### src/rtl/hazard_ctl_if.sv
// Decode-stage view of the hazard controller: ID instruction and pipeline status in,
// per-stage stall/bubble/flush controls, forwarding selects and hazard count out.
interface hazard_ctl_if #(
    parameter int FWD_W = 2,
    parameter int CNT_W = 32
);
    logic [31:0]      id_ir;
    logic             id_valid;
    logic             imem_busy;
    logic             dmem_busy;
    logic             redirect;
    logic             stall_if;
    logic             stall_pd;
    logic             stall_id;
    logic             stall_be;
    logic             bubble_pd;
    logic             bubble_ex;
    logic             flush_fe;
    logic [FWD_W-1:0] fwd_a;
    logic [FWD_W-1:0] fwd_b;
    logic [CNT_W-1:0] hz_cnt;

    modport master (
        output id_ir, id_valid, imem_busy, dmem_busy, redirect,
        input  stall_if, stall_pd, stall_id, stall_be, bubble_pd, bubble_ex, flush_fe,
        input  fwd_a, fwd_b, hz_cnt
    );

    modport slave (
        input  id_ir, id_valid, imem_busy, dmem_busy, redirect,
        output stall_if, stall_pd, stall_id, stall_be, bubble_pd, bubble_ex, flush_fe,
        output fwd_a, fwd_b, hz_cnt
    );
endinterface

### src/rtl/hazard_ctl.sv
// Hazard, forwarding and stall controller for the in-order RV64I hart. A shadow pipeline of
// destination records (EX, LD_LAT memory stages, WB) drives operand bypass and stall arbitration.
module hazard_ctl #(
    parameter int LD_LAT = 1,
    parameter int FWD_EN = 1,
    parameter int FWD_W  = $clog2(LD_LAT + 3),
    parameter int CNT_W  = 32
) (
    input  logic         clk,
    input  logic         rst_n,
    hazard_ctl_if.slave  hz_if
);
    localparam int D = LD_LAT + 2;

    localparam logic [6:0] OPC_LOAD      = 7'b0000011;
    localparam logic [6:0] OPC_OP_IMM    = 7'b0010011;
    localparam logic [6:0] OPC_AUIPC     = 7'b0010111;
    localparam logic [6:0] OPC_OP_IMM_32 = 7'b0011011;
    localparam logic [6:0] OPC_STORE     = 7'b0100011;
    localparam logic [6:0] OPC_OP        = 7'b0110011;
    localparam logic [6:0] OPC_LUI       = 7'b0110111;
    localparam logic [6:0] OPC_OP_32     = 7'b0111011;
    localparam logic [6:0] OPC_BRANCH    = 7'b1100011;
    localparam logic [6:0] OPC_JALR      = 7'b1100111;
    localparam logic [6:0] OPC_JAL       = 7'b1101111;

    typedef struct packed {
        logic       valid;
        logic       wen;
        logic [4:0] rd;
        logic       is_load;
    } slot_t;

    typedef struct packed {
        logic       use1;
        logic       use2;
        logic       wen;
        logic       is_load;
        logic [4:0] rs1;
        logic [4:0] rs2;
        logic [4:0] rd;
    } dec_t;

    typedef enum logic [2:0] {
        M_RESET = 3'd0,
        M_DMEM  = 3'd1,
        M_HAZ   = 3'd2,
        M_REDIR = 3'd3,
        M_IMEM  = 3'd4,
        M_RUN   = 3'd5
    } mode_e;

    function automatic dec_t decode(input logic [31:0] ir);
        dec_t d;
        logic wr;
        d.rs1     = ir[19:15];
        d.rs2     = ir[24:20];
        d.rd      = ir[11:7];
        d.use1    = 1'b0;
        d.use2    = 1'b0;
        d.is_load = 1'b0;
        wr        = 1'b0;
        case (ir[6:0])
            OPC_OP, OPC_OP_32: begin
                d.use1 = 1'b1;
                d.use2 = 1'b1;
                wr     = 1'b1;
            end
            OPC_OP_IMM, OPC_OP_IMM_32, OPC_JALR: begin
                d.use1 = 1'b1;
                wr     = 1'b1;
            end
            OPC_LOAD: begin
                d.use1    = 1'b1;
                d.is_load = 1'b1;
                wr        = 1'b1;
            end
            OPC_STORE, OPC_BRANCH: begin
                d.use1 = 1'b1;
                d.use2 = 1'b1;
            end
            OPC_LUI, OPC_AUIPC, OPC_JAL: begin
                wr = 1'b1;
            end
            default: begin
                wr = 1'b0;
            end
        endcase
        // x0 is never a real destination, so it must not be recorded as a writer
        d.wen = wr & (d.rd != 5'd0);
        return d;
    endfunction

    function automatic logic slot_hit(input slot_t s, input logic used, input logic [4:0] rs);
        return used && (rs != 5'd0) && s.valid && s.wen && (s.rd == rs);
    endfunction

    // A matching producer whose value is not yet available must stall instead of bypass
    function automatic logic slot_blocks(input slot_t s, input int k);
        return (FWD_EN == 0) || (s.is_load && (k <= LD_LAT));
    endfunction

    slot_t            shadow_q [1:D];
    slot_t            shadow_d [1:D];
    logic [CNT_W-1:0] hz_cnt_q;
    logic [CNT_W-1:0] hz_cnt_d;

    dec_t             dec_s;
    logic             src_use_s [2];
    logic [4:0]       src_rs_s  [2];
    logic             haz_src_s [2];
    logic [FWD_W-1:0] sel_s     [2];
    logic             hazard_s;
    mode_e            mode_s;

    logic             stall_if_s;
    logic             stall_pd_s;
    logic             stall_id_s;
    logic             stall_be_s;
    logic             bubble_pd_s;
    logic             bubble_ex_s;
    logic             flush_fe_s;

    // Operand match search; scanning oldest to youngest lets the smallest slot win
    always_comb begin
        dec_s        = decode(hz_if.id_ir);
        src_use_s[0] = dec_s.use1;
        src_use_s[1] = dec_s.use2;
        src_rs_s[0]  = dec_s.rs1;
        src_rs_s[1]  = dec_s.rs2;
        for (int j = 0; j < 2; j++) begin
            haz_src_s[j] = 1'b0;
            sel_s[j]     = {FWD_W{1'b0}};
            for (int k = D; k >= 1; k--) begin
                haz_src_s[j] = slot_hit(shadow_q[k], src_use_s[j], src_rs_s[j]) ?
                               slot_blocks(shadow_q[k], k) : haz_src_s[j];
                sel_s[j]     = slot_hit(shadow_q[k], src_use_s[j], src_rs_s[j]) ?
                               (slot_blocks(shadow_q[k], k) ? {FWD_W{1'b0}} : FWD_W'(k)) :
                               sel_s[j];
            end
        end
        hazard_s = hz_if.id_valid & (haz_src_s[0] | haz_src_s[1]);
    end

    // Stall-source priority: reset, data miss, hazard, redirect, instruction miss
    always_comb begin
        if (!rst_n) begin
            mode_s = M_RESET;
        end else if (hz_if.dmem_busy) begin
            mode_s = M_DMEM;
        end else if (hazard_s) begin
            mode_s = M_HAZ;
        end else if (hz_if.redirect) begin
            mode_s = M_REDIR;
        end else if (hz_if.imem_busy) begin
            mode_s = M_IMEM;
        end else begin
            mode_s = M_RUN;
        end
    end

    // Per-stage hold, bubble and flush controls for the selected mode
    always_comb begin
        stall_if_s  = 1'b0;
        stall_pd_s  = 1'b0;
        stall_id_s  = 1'b0;
        stall_be_s  = 1'b0;
        bubble_pd_s = 1'b0;
        bubble_ex_s = 1'b0;
        flush_fe_s  = 1'b0;
        case (mode_s)
            M_DMEM: begin
                stall_if_s = 1'b1;
                stall_pd_s = 1'b1;
                stall_id_s = 1'b1;
                stall_be_s = 1'b1;
            end
            M_HAZ: begin
                stall_if_s  = 1'b1;
                stall_pd_s  = 1'b1;
                stall_id_s  = 1'b1;
                bubble_ex_s = 1'b1;
            end
            M_REDIR: begin
                flush_fe_s = 1'b1;
            end
            M_IMEM: begin
                stall_if_s  = 1'b1;
                bubble_pd_s = 1'b1;
            end
            default: begin
                stall_if_s = 1'b0;
            end
        endcase
    end

    // Shadow advance and saturating hazard counter; both freeze while the data side is busy
    always_comb begin
        shadow_d = shadow_q;
        hz_cnt_d = hz_cnt_q;
        if (mode_s != M_DMEM) begin
            shadow_d[1].valid   = hz_if.id_valid & ~hazard_s;
            shadow_d[1].wen     = dec_s.wen;
            shadow_d[1].rd      = dec_s.rd;
            shadow_d[1].is_load = dec_s.is_load;
            for (int k = 2; k <= D; k++) begin
                shadow_d[k] = shadow_q[k-1];
            end
        end else begin
            shadow_d = shadow_q;
        end
        if ((mode_s == M_HAZ) && (hz_cnt_q != {CNT_W{1'b1}})) begin
            hz_cnt_d = hz_cnt_q + CNT_W'(1);
        end else begin
            hz_cnt_d = hz_cnt_q;
        end
    end

    // State registers with synchronous active-low reset
    always_ff @(posedge clk) begin
        if (!rst_n) begin
            for (int k = 1; k <= D; k++) begin
                shadow_q[k] <= '0;
            end
            hz_cnt_q <= {CNT_W{1'b0}};
        end else begin
            shadow_q <= shadow_d;
            hz_cnt_q <= hz_cnt_d;
        end
    end

    assign hz_if.stall_if  = stall_if_s;
    assign hz_if.stall_pd  = stall_pd_s;
    assign hz_if.stall_id  = stall_id_s;
    assign hz_if.stall_be  = stall_be_s;
    assign hz_if.bubble_pd = bubble_pd_s;
    assign hz_if.bubble_ex = bubble_ex_s;
    assign hz_if.flush_fe  = flush_fe_s;
    assign hz_if.fwd_a     = (mode_s == M_RESET) ? {FWD_W{1'b0}} : sel_s[0];
    assign hz_if.fwd_b     = (mode_s == M_RESET) ? {FWD_W{1'b0}} : sel_s[1];
    assign hz_if.hz_cnt    = hz_cnt_q;

endmodule

### src/flat_wrapper.sv
// flat-port wrapper written by rule: the top's interface ports become plain ports
module hazard_ctl_flat 
#(
    parameter int LD_LAT = 1,
    parameter int FWD_EN = 1,
    parameter int FWD_W  = $clog2(LD_LAT + 3),
    parameter int CNT_W  = 32
)
  (clk, rst_n, hz_if_id_ir, hz_if_id_valid, hz_if_imem_busy, hz_if_dmem_busy, hz_if_redirect, hz_if_stall_if, hz_if_stall_pd, hz_if_stall_id, hz_if_stall_be, hz_if_bubble_pd, hz_if_bubble_ex, hz_if_flush_fe, hz_if_fwd_a, hz_if_fwd_b, hz_if_hz_cnt);
  hazard_ctl_if #(.FWD_W(FWD_W), .CNT_W(CNT_W)) hz_if_i ();
  input  logic clk;
  input  logic rst_n;
  input wire logic [$bits(hz_if_i.id_ir)-1:0] hz_if_id_ir;
  input wire logic [$bits(hz_if_i.id_valid)-1:0] hz_if_id_valid;
  input wire logic [$bits(hz_if_i.imem_busy)-1:0] hz_if_imem_busy;
  input wire logic [$bits(hz_if_i.dmem_busy)-1:0] hz_if_dmem_busy;
  input wire logic [$bits(hz_if_i.redirect)-1:0] hz_if_redirect;
  output wire logic [$bits(hz_if_i.stall_if)-1:0] hz_if_stall_if;
  output wire logic [$bits(hz_if_i.stall_pd)-1:0] hz_if_stall_pd;
  output wire logic [$bits(hz_if_i.stall_id)-1:0] hz_if_stall_id;
  output wire logic [$bits(hz_if_i.stall_be)-1:0] hz_if_stall_be;
  output wire logic [$bits(hz_if_i.bubble_pd)-1:0] hz_if_bubble_pd;
  output wire logic [$bits(hz_if_i.bubble_ex)-1:0] hz_if_bubble_ex;
  output wire logic [$bits(hz_if_i.flush_fe)-1:0] hz_if_flush_fe;
  output wire logic [$bits(hz_if_i.fwd_a)-1:0] hz_if_fwd_a;
  output wire logic [$bits(hz_if_i.fwd_b)-1:0] hz_if_fwd_b;
  output wire logic [$bits(hz_if_i.hz_cnt)-1:0] hz_if_hz_cnt;
  assign hz_if_i.id_ir = hz_if_id_ir;
  assign hz_if_i.id_valid = hz_if_id_valid;
  assign hz_if_i.imem_busy = hz_if_imem_busy;
  assign hz_if_i.dmem_busy = hz_if_dmem_busy;
  assign hz_if_i.redirect = hz_if_redirect;
  assign hz_if_stall_if = hz_if_i.stall_if;
  assign hz_if_stall_pd = hz_if_i.stall_pd;
  assign hz_if_stall_id = hz_if_i.stall_id;
  assign hz_if_stall_be = hz_if_i.stall_be;
  assign hz_if_bubble_pd = hz_if_i.bubble_pd;
  assign hz_if_bubble_ex = hz_if_i.bubble_ex;
  assign hz_if_flush_fe = hz_if_i.flush_fe;
  assign hz_if_fwd_a = hz_if_i.fwd_a;
  assign hz_if_fwd_b = hz_if_i.fwd_b;
  assign hz_if_hz_cnt = hz_if_i.hz_cnt;
  hazard_ctl #(.LD_LAT(LD_LAT), .FWD_EN(FWD_EN), .FWD_W(FWD_W), .CNT_W(CNT_W)) u_core (.clk(clk), .rst_n(rst_n), .hz_if(hz_if_i));
endmodule
### config.mk
export PLATFORM = sky130hd
export DESIGN_NAME = hazard_ctl_flat
export DESIGN_NICKNAME = d
export VERILOG_FILES = /design/src/rtl/hazard_ctl_if.sv /design/src/rtl/hazard_ctl.sv /design/src/flat_wrapper.sv
export SDC_FILE = /design/constraint.sdc
export NUM_CORES = 1
export LEC_CHECK = 0
export CORE_MARGIN = 5
export CORE_UTILIZATION = 44
export DETAILED_ROUTE_END_ITERATION = 10
export GPL_TIMING_DRIVEN = 0
export PLACE_DENSITY = 0.82
export SLEW_MARGIN = 30
export SYNTH_ARGS = -nofsm -noshare
export SYNTH_HDL_FRONTEND = slang
export SYNTH_SLANG_ARGS = --single-unit
### constraint.sdc
create_clock -name clk -period 2.35 [get_ports clk]
set_input_delay 0.47 -clock clk [delete_from_list [all_inputs] [get_ports clk]]
set_output_delay 0.47 -clock clk [all_outputs]
set_load 0.02 [all_outputs]
# ---- After elaboration in Yosys (flattened, before gate mapping)
# Index checks and enable logic that the tools add are counted.
dict set report word_totals {
  regBits 54
  inputBits 38
  out_inout_bits 43
  wordCells 96
}
dict set report classes {
  addsub 1
  n_eq_ne 23
  mux 26
  bitwise_logic 5
  n_reduce_logical 30
}
# operator n
set ops {}
lappend ops {{$add 32x1->32 const B} 1}
lappend ops {{$ne 32x32->1 const B} 1}
lappend ops {{$eq 5x5->1} 6}
lappend ops {{$eq 7x6->1 const B} 4}
lappend ops {{$eq 7x5->1 const B} 3}
lappend ops {{$eq 7x7->1 const B} 3}
lappend ops {{$logic_and 1x1->1} 21}
lappend ops {{$mux 2} 8}
lappend ops {{$reduce_bool 5->1} 3}
lappend ops {{$mux 1} 14}
lappend ops {{$mux 3} 4}
lappend ops {{$reduce_or 9->1} 1}
lappend ops {{$reduce_or 8->1} 1}
lappend ops {{$eq 7x2->1 const B} 1}
lappend ops {{$eq 3x2->1 const B} 2}
lappend ops {{$reduce_or 4->1} 1}
lappend ops {{$and 1x1->1} 3}
lappend ops {{$eq 3x1->1 const B} 1}
lappend ops {{$eq 3x3->1 const B} 1}
lappend ops {{$logic_not 3->1} 1}
lappend ops {{$ne 3x1->1 const B} 1}
lappend ops {{$reduce_or 3->1} 1}
lappend ops {{$reduce_or 2->1} 1}
lappend ops {{$not 1->1} 1}
lappend ops {{$or 1x1->1} 1}

# ---- Longest topological paths before layout
dict set report depth {
  depth_word 16
  depth_mapped 10
  mapped_depth_nobuf 8
}

# ---- Worst setup path before layout
# Ideal clock, no wire load.
dict set report synth_timing {
  path_type {input port to output port}
  from {input hz_if_id_ir[15]}
  to {output hz_if_bubble_pd}
  t_arrival_ns 2.373
  required_time_ns 1.880
  path_slack_ns -0.493
  cell_stages 5
  n_path_buf 0
  path_cell_list {or4_1 o21ai_0 o32ai_4 a31oi_1 nor3b_1}
}
dict set report synth_between {
  elab_chain_len 13
  elab_cells_between_ends 14
  cone_classes {eq/ne (2); mux (5); bitwise (2); reduce/logical (5)}
}
# item line
set synth_lines {}
lappend synth_lines {{start, declared} flat_wrapper.sv:13} ;# input wire logic [$bits(hz_if_i.id_ir)-1:0] hz_if_id_ir;
lappend synth_lines {{$reduce_bool 5->1} --}
lappend synth_lines {{$logic_and 1x1->1 (3 in a row)} hazard_ctl.sv:95} ;# return used && (rs != 5'd0) && s.valid && s.wen && (s.rd == rs);
lappend synth_lines {{$logic_and 1x1->1 (*)} hazard_ctl.sv:95}
lappend synth_lines {{$mux 1 (*)} hazard_ctl.sv:135} ;# haz_src_s[j] = slot_hit(shadow_q[k], src_use_s[j], src_rs_s[j]) ?
lappend synth_lines {{$or 1x1->1 (*)} hazard_ctl.sv:142} ;# hazard_s = hz_if.id_valid & (haz_src_s[0] | haz_src_s[1]);
lappend synth_lines {{$and 1x1->1 (*)} hazard_ctl.sv:142}
lappend synth_lines {{$mux 3 (*)} hazard_ctl.sv:151} ;# end else if (hazard_s) begin
lappend synth_lines {{$mux 3 (*)} hazard_ctl.sv:149} ;# end else if (hz_if.dmem_busy) begin
lappend synth_lines {{$mux 3 (*)} hazard_ctl.sv:147} ;# if (!rst_n) begin
lappend synth_lines {{$eq 3x3->1 (*)} hazard_ctl.sv:171} ;# case (mode_s)
lappend synth_lines {{$mux 1 (*)} hazard_ctl.sv:171}
lappend synth_lines {{end, declared} flat_wrapper.sv:22} ;# output wire logic [$bits(hz_if_i.bubble_pd)-1:0] hz_if_bubble_pd;
# Mark *: on every way between the ends. The rest lies on a longest branch, timed or not.

# ---- Worst setup path after layout
dict set report layout_timing {
  from {input rst_n}
  to {output hz_if_stall_pd}
}
dict set report layout_between {
  elab_chain_len 4
  elab_cells_between_ends 5
  cone_classes {eq/ne (2); mux (2); reduce/logical (1)}
}
# item line
set layout_lines {}
lappend layout_lines {{start, declared} flat_wrapper.sv:12} ;# input logic rst_n;
lappend layout_lines {{$mux 3 (*)} hazard_ctl.sv:147}
lappend layout_lines {{$eq 3x1->1 / $eq 3x2->1 (equally long branches)} hazard_ctl.sv:171}
lappend layout_lines {{$reduce_or 2->1 (no source line) (*)} --}
lappend layout_lines {{$mux 1 (*)} hazard_ctl.sv:171}
lappend layout_lines {{end, declared} flat_wrapper.sv:19} ;# output wire logic [$bits(hz_if_i.stall_pd)-1:0] hz_if_stall_pd;
# Marked as above.

==> results.md <==
* Outcome: complete, but fails checks
* Violations in the final reports: setup timing
* Port bufs at 69
* Pwr/cell area at 422 nW/um2
* Clk_skew at 0.0120 ns
* Ys flop type: dfxtp_1
* Gate Count Post-Synth at 354
* Switching Power at 0.000487 W
* Placed inst area at 3850 um2
* YS warnings at 0
* Gpl congestion at 0.886
* Design Area, Final at 4700 um2
* Die area at 8600 um2
* Mux cell area share after synthesis at 6.64%
* P_leak at 1.70 nW
* Layout area overhead at 56.1%
* FMAX at 0.378 GHz
* Post-synthesis adder-cell area fraction at 0.415%
* Fin. Hold Viols at 0
* Final Util at 70.0%
* Clock Power Share at 39.2%
* Clock Latency Late Sink at 0.32 ns
* Combinational power share at 13.4%
* Tcrit/Tclk final at 113%
* ANT nets after route at 0
* Fill cells at 451
* Initial antenna violation count at 0
* Hold path depth at 1
* I/O Pins at 81
* CP Max Fanout at 10
* Grt ovf at 0
* DP HPWL at 6290 um
* Switch share at 24.6%
* WL/cell at 20.5 um
* Max cap viols at 0
* Total GRT Usage at 22.6%
* N_diodes at 0
* 1st-iter DRT viols at 330
* Synth Area in XOR/XNOR at 9.30%
* Post-CTS Hold Buffers at 0
* Vias in the first global route at 3,147
* Post-synth EDFFs at 0
* Seq pwr share at 47.4%
* Die W at 92.8 um
* Finished Layout Cells at 552
* RSZ-0062 raised after global routing: true
* Max_slew headroom at 49.4%
* Worst hold margin at 0.499 ns
* Final WL at 11,300 um
* Mapped cell area at 3010 um2
* Layout cell share with drive strength beyond 1 at 34.1%
* Required @ worst endpoint at 1.88 ns
* Seq/Total Area, Yosys at 35.9%
* Final Max Tran Viols at 0
* Clock sink count at 54
* Worst vdd ir at 0.000283 V
* Final #Nets at 510
* FF/Latch Area at 1120 um2
* Starting density of the core at 44.8%
* Syn_nets at 393
* Seq cells post-synth at 54
* Area occupied by multi-input gates at 2200 um2
* Reg2reg path depth at 10
* Crit path arrival time at 2.17 ns
* Synth async-reset ratio at 0%
* Clock Pin Slew Worst Setup and Hold Paths at 0.10 ns
* Crit end category: output pin
* Slew of the pin with the lowest slew margin at 0.760 ns
* CTS tree: yes
* Largest family of logic cells by synthesized area: simple AND/OR/NAND/NOR gates
* Longest Clk Path Bufs at 2
* Compound-Gate Fraction of Synth Area at 16.2%
* Via/cell ratio at 6.27
* First drt pass iteration count at 5
* Int Pwr at 0.00150 W
* Inst Count DP at 503
* Core area at 6720 um2
* Setup ws final at -0.295 ns
* Synthesized area per cell at 8.51 um2
* First-pass GRT wire length at 15,700 um
* Num CTS Buffers at 5
* DRC errors left at 0
* Vias post-DR at 3,460
* Worst min path class: flip-flop to flip-flop
* Largest net degree at the start of global routing at 17
* Netlist cell types at 50
* Kind of critical path: primary input to output pin
* Htree depth at 2
* # rows at 30
* Synth Area in Simple Gates at 27.8%
* Final setup fails at 38
* Root Buffer Master: clkbuf_8
* Min cycle time layout at 2.64 ns
* CP Launch Type: primary input
* Die Y-Extent at 92.8 um
[cell usage after synthesis, drive strengths merged, types with 2 or more instances]
master	number	area share (%)
a21oi	28	4.8
o31ai	17	4.2
o31a	2	0.58
or3	10	2.1
nand4	12	2.7
or4	14	3.6
mux2i	20	6.6
nor3	8	1.3
dfxtp	54	36
inv	6	0.75
and3	7	1.5
nand2b	7	1.5
nand3	17	3.0
and4	3	0.87
a31oi	2	0.42
buf	6	1.6
o211ai	4	1.0
xor2	20	5.8
nor2	33	4.1
clkbuf	10	1.2
nand2	20	2.5
nand3b	5	1.2
xnor2	12	3.5
nor4	7	2.2
o21ai	15	2.5
[cell usage in the layout (no fill, tap or decap), drive strengths merged, types with 2 or more instances in the layout]
master and n:
nor3 8, buf 64, dfxtp 54, nand3b 5, and4 3, nand2 20, xor2 20, inv 6
o211ai 4, o31a 2, or4 14, o31ai 17, xnor2 12, clkdlybuf4s50 41, mux2i 20, o21ai 15
nor4 7, nor2 33, nand2b 7, clkbuf 21, nand3 17, a21oi 28, nand4 12, or3 10
bufinv 2, dlygate4sd2 5, a31oi 2, and3 7
[per-stage QoR]
| stage | worst slack (ns) | setup TNS [ns] | total power [W] |
|---|---|---|---|
| 5_1_grt | -0.384 | -11.17 | 0.00202 |
| 3_3_place_gp | -1.27 | -36.17 | 0.00117 |
| 2_1_floorplan | -0.0696 | -0.124 | 0.00107 |
| 4_1_cts | -0.332 | -5.07 | 0.00194 |
| 6_report | -0.295 | -7.79 | 0.00198 |
| 3_5_place_dp | -1.29 | -37.06 | 0.00118 |
[per-layer routing]
layer	vias up	global-route usage (%)	wire [um]
met5	-	0	0
li1	1543	-	-
met3	56	3.33	810
met2	193	37.4	5500
met1	1668	28.5	4400
met4	0	11.8	606
[power groups by stage]
stage / registers, W / clock network, W / logic [W]
final: 0.000940 / 0.000778 / 0.000265
after global routing: 0.000941 / 0.000803 / 0.000281
after CTS: 0.000941 / 0.000770 / 0.000233
after detailed placement: 0.000963 / 0 / 0.000213
after floorplan: 0.000959 / 0 / 0.000116
after global placement: 0.000963 / 0 / 0.000208
[sequential cells by signal (all words and copies together), names as in the netlist]
register / count
u_core.hz_if.hz_cnt: 32
u_core.shadow_q: 22
[kinds of logic after synthesis]
group / Yosys count
simple gates: 148
flops: 54
buf+inv: 23
fa+ha+maj: 1
mux: 20
xor+xnor: 32
compound gates: 76
[critical path, cell delays in order]
cell	delay [ns]
clkdlybuf4s50_1	0.44
clkbuf_4	0.22
clkinv_2	0.13
clkbuf_1	0.54
nor2_4	0.10
buf_6	0.14
buf_6	0.12
[what timing repair did]
action,4_1_cts,5_1_grt
setup buffers,19,22
pin swaps,21,31
resized for setup,146,88
cloned,1,2
endpoints found under the setup margin,44,42
[path summary, 6_finish.rpt]
kind                                                     startpoint                                   end  slack, ns
worst max-delay path                                          rst_n                        hz_if_stall_pd      -0.29
worst min-delay path            u_core.hz_if.hz_cnt[0]$_SDFFE_PN0P_   u_core.hz_if.hz_cnt[0]$_SDFFE_PN0P_       0.50
worst max register to register     u_core.shadow_q[19]$_SDFFE_PN0N_  u_core.hz_if.hz_cnt[24]$_SDFFE_PN0P_      -0.29
worst min register to register  u_core.hz_if.hz_cnt[0]$_SDFFE_PN0P_   u_core.hz_if.hz_cnt[0]$_SDFFE_PN0P_       0.50
[cell type report]
cell class	count	area share [%]
inverter	7	0.585
sequential	54	23.8
buffer	16	2.34
multi-input combinational	277	46.9
timing repair buffer	110	21.3
tap	80	2.13
clock buffer	6	1.76
clock inverter	2	1.28
Power figures use the tool's default switching activity.
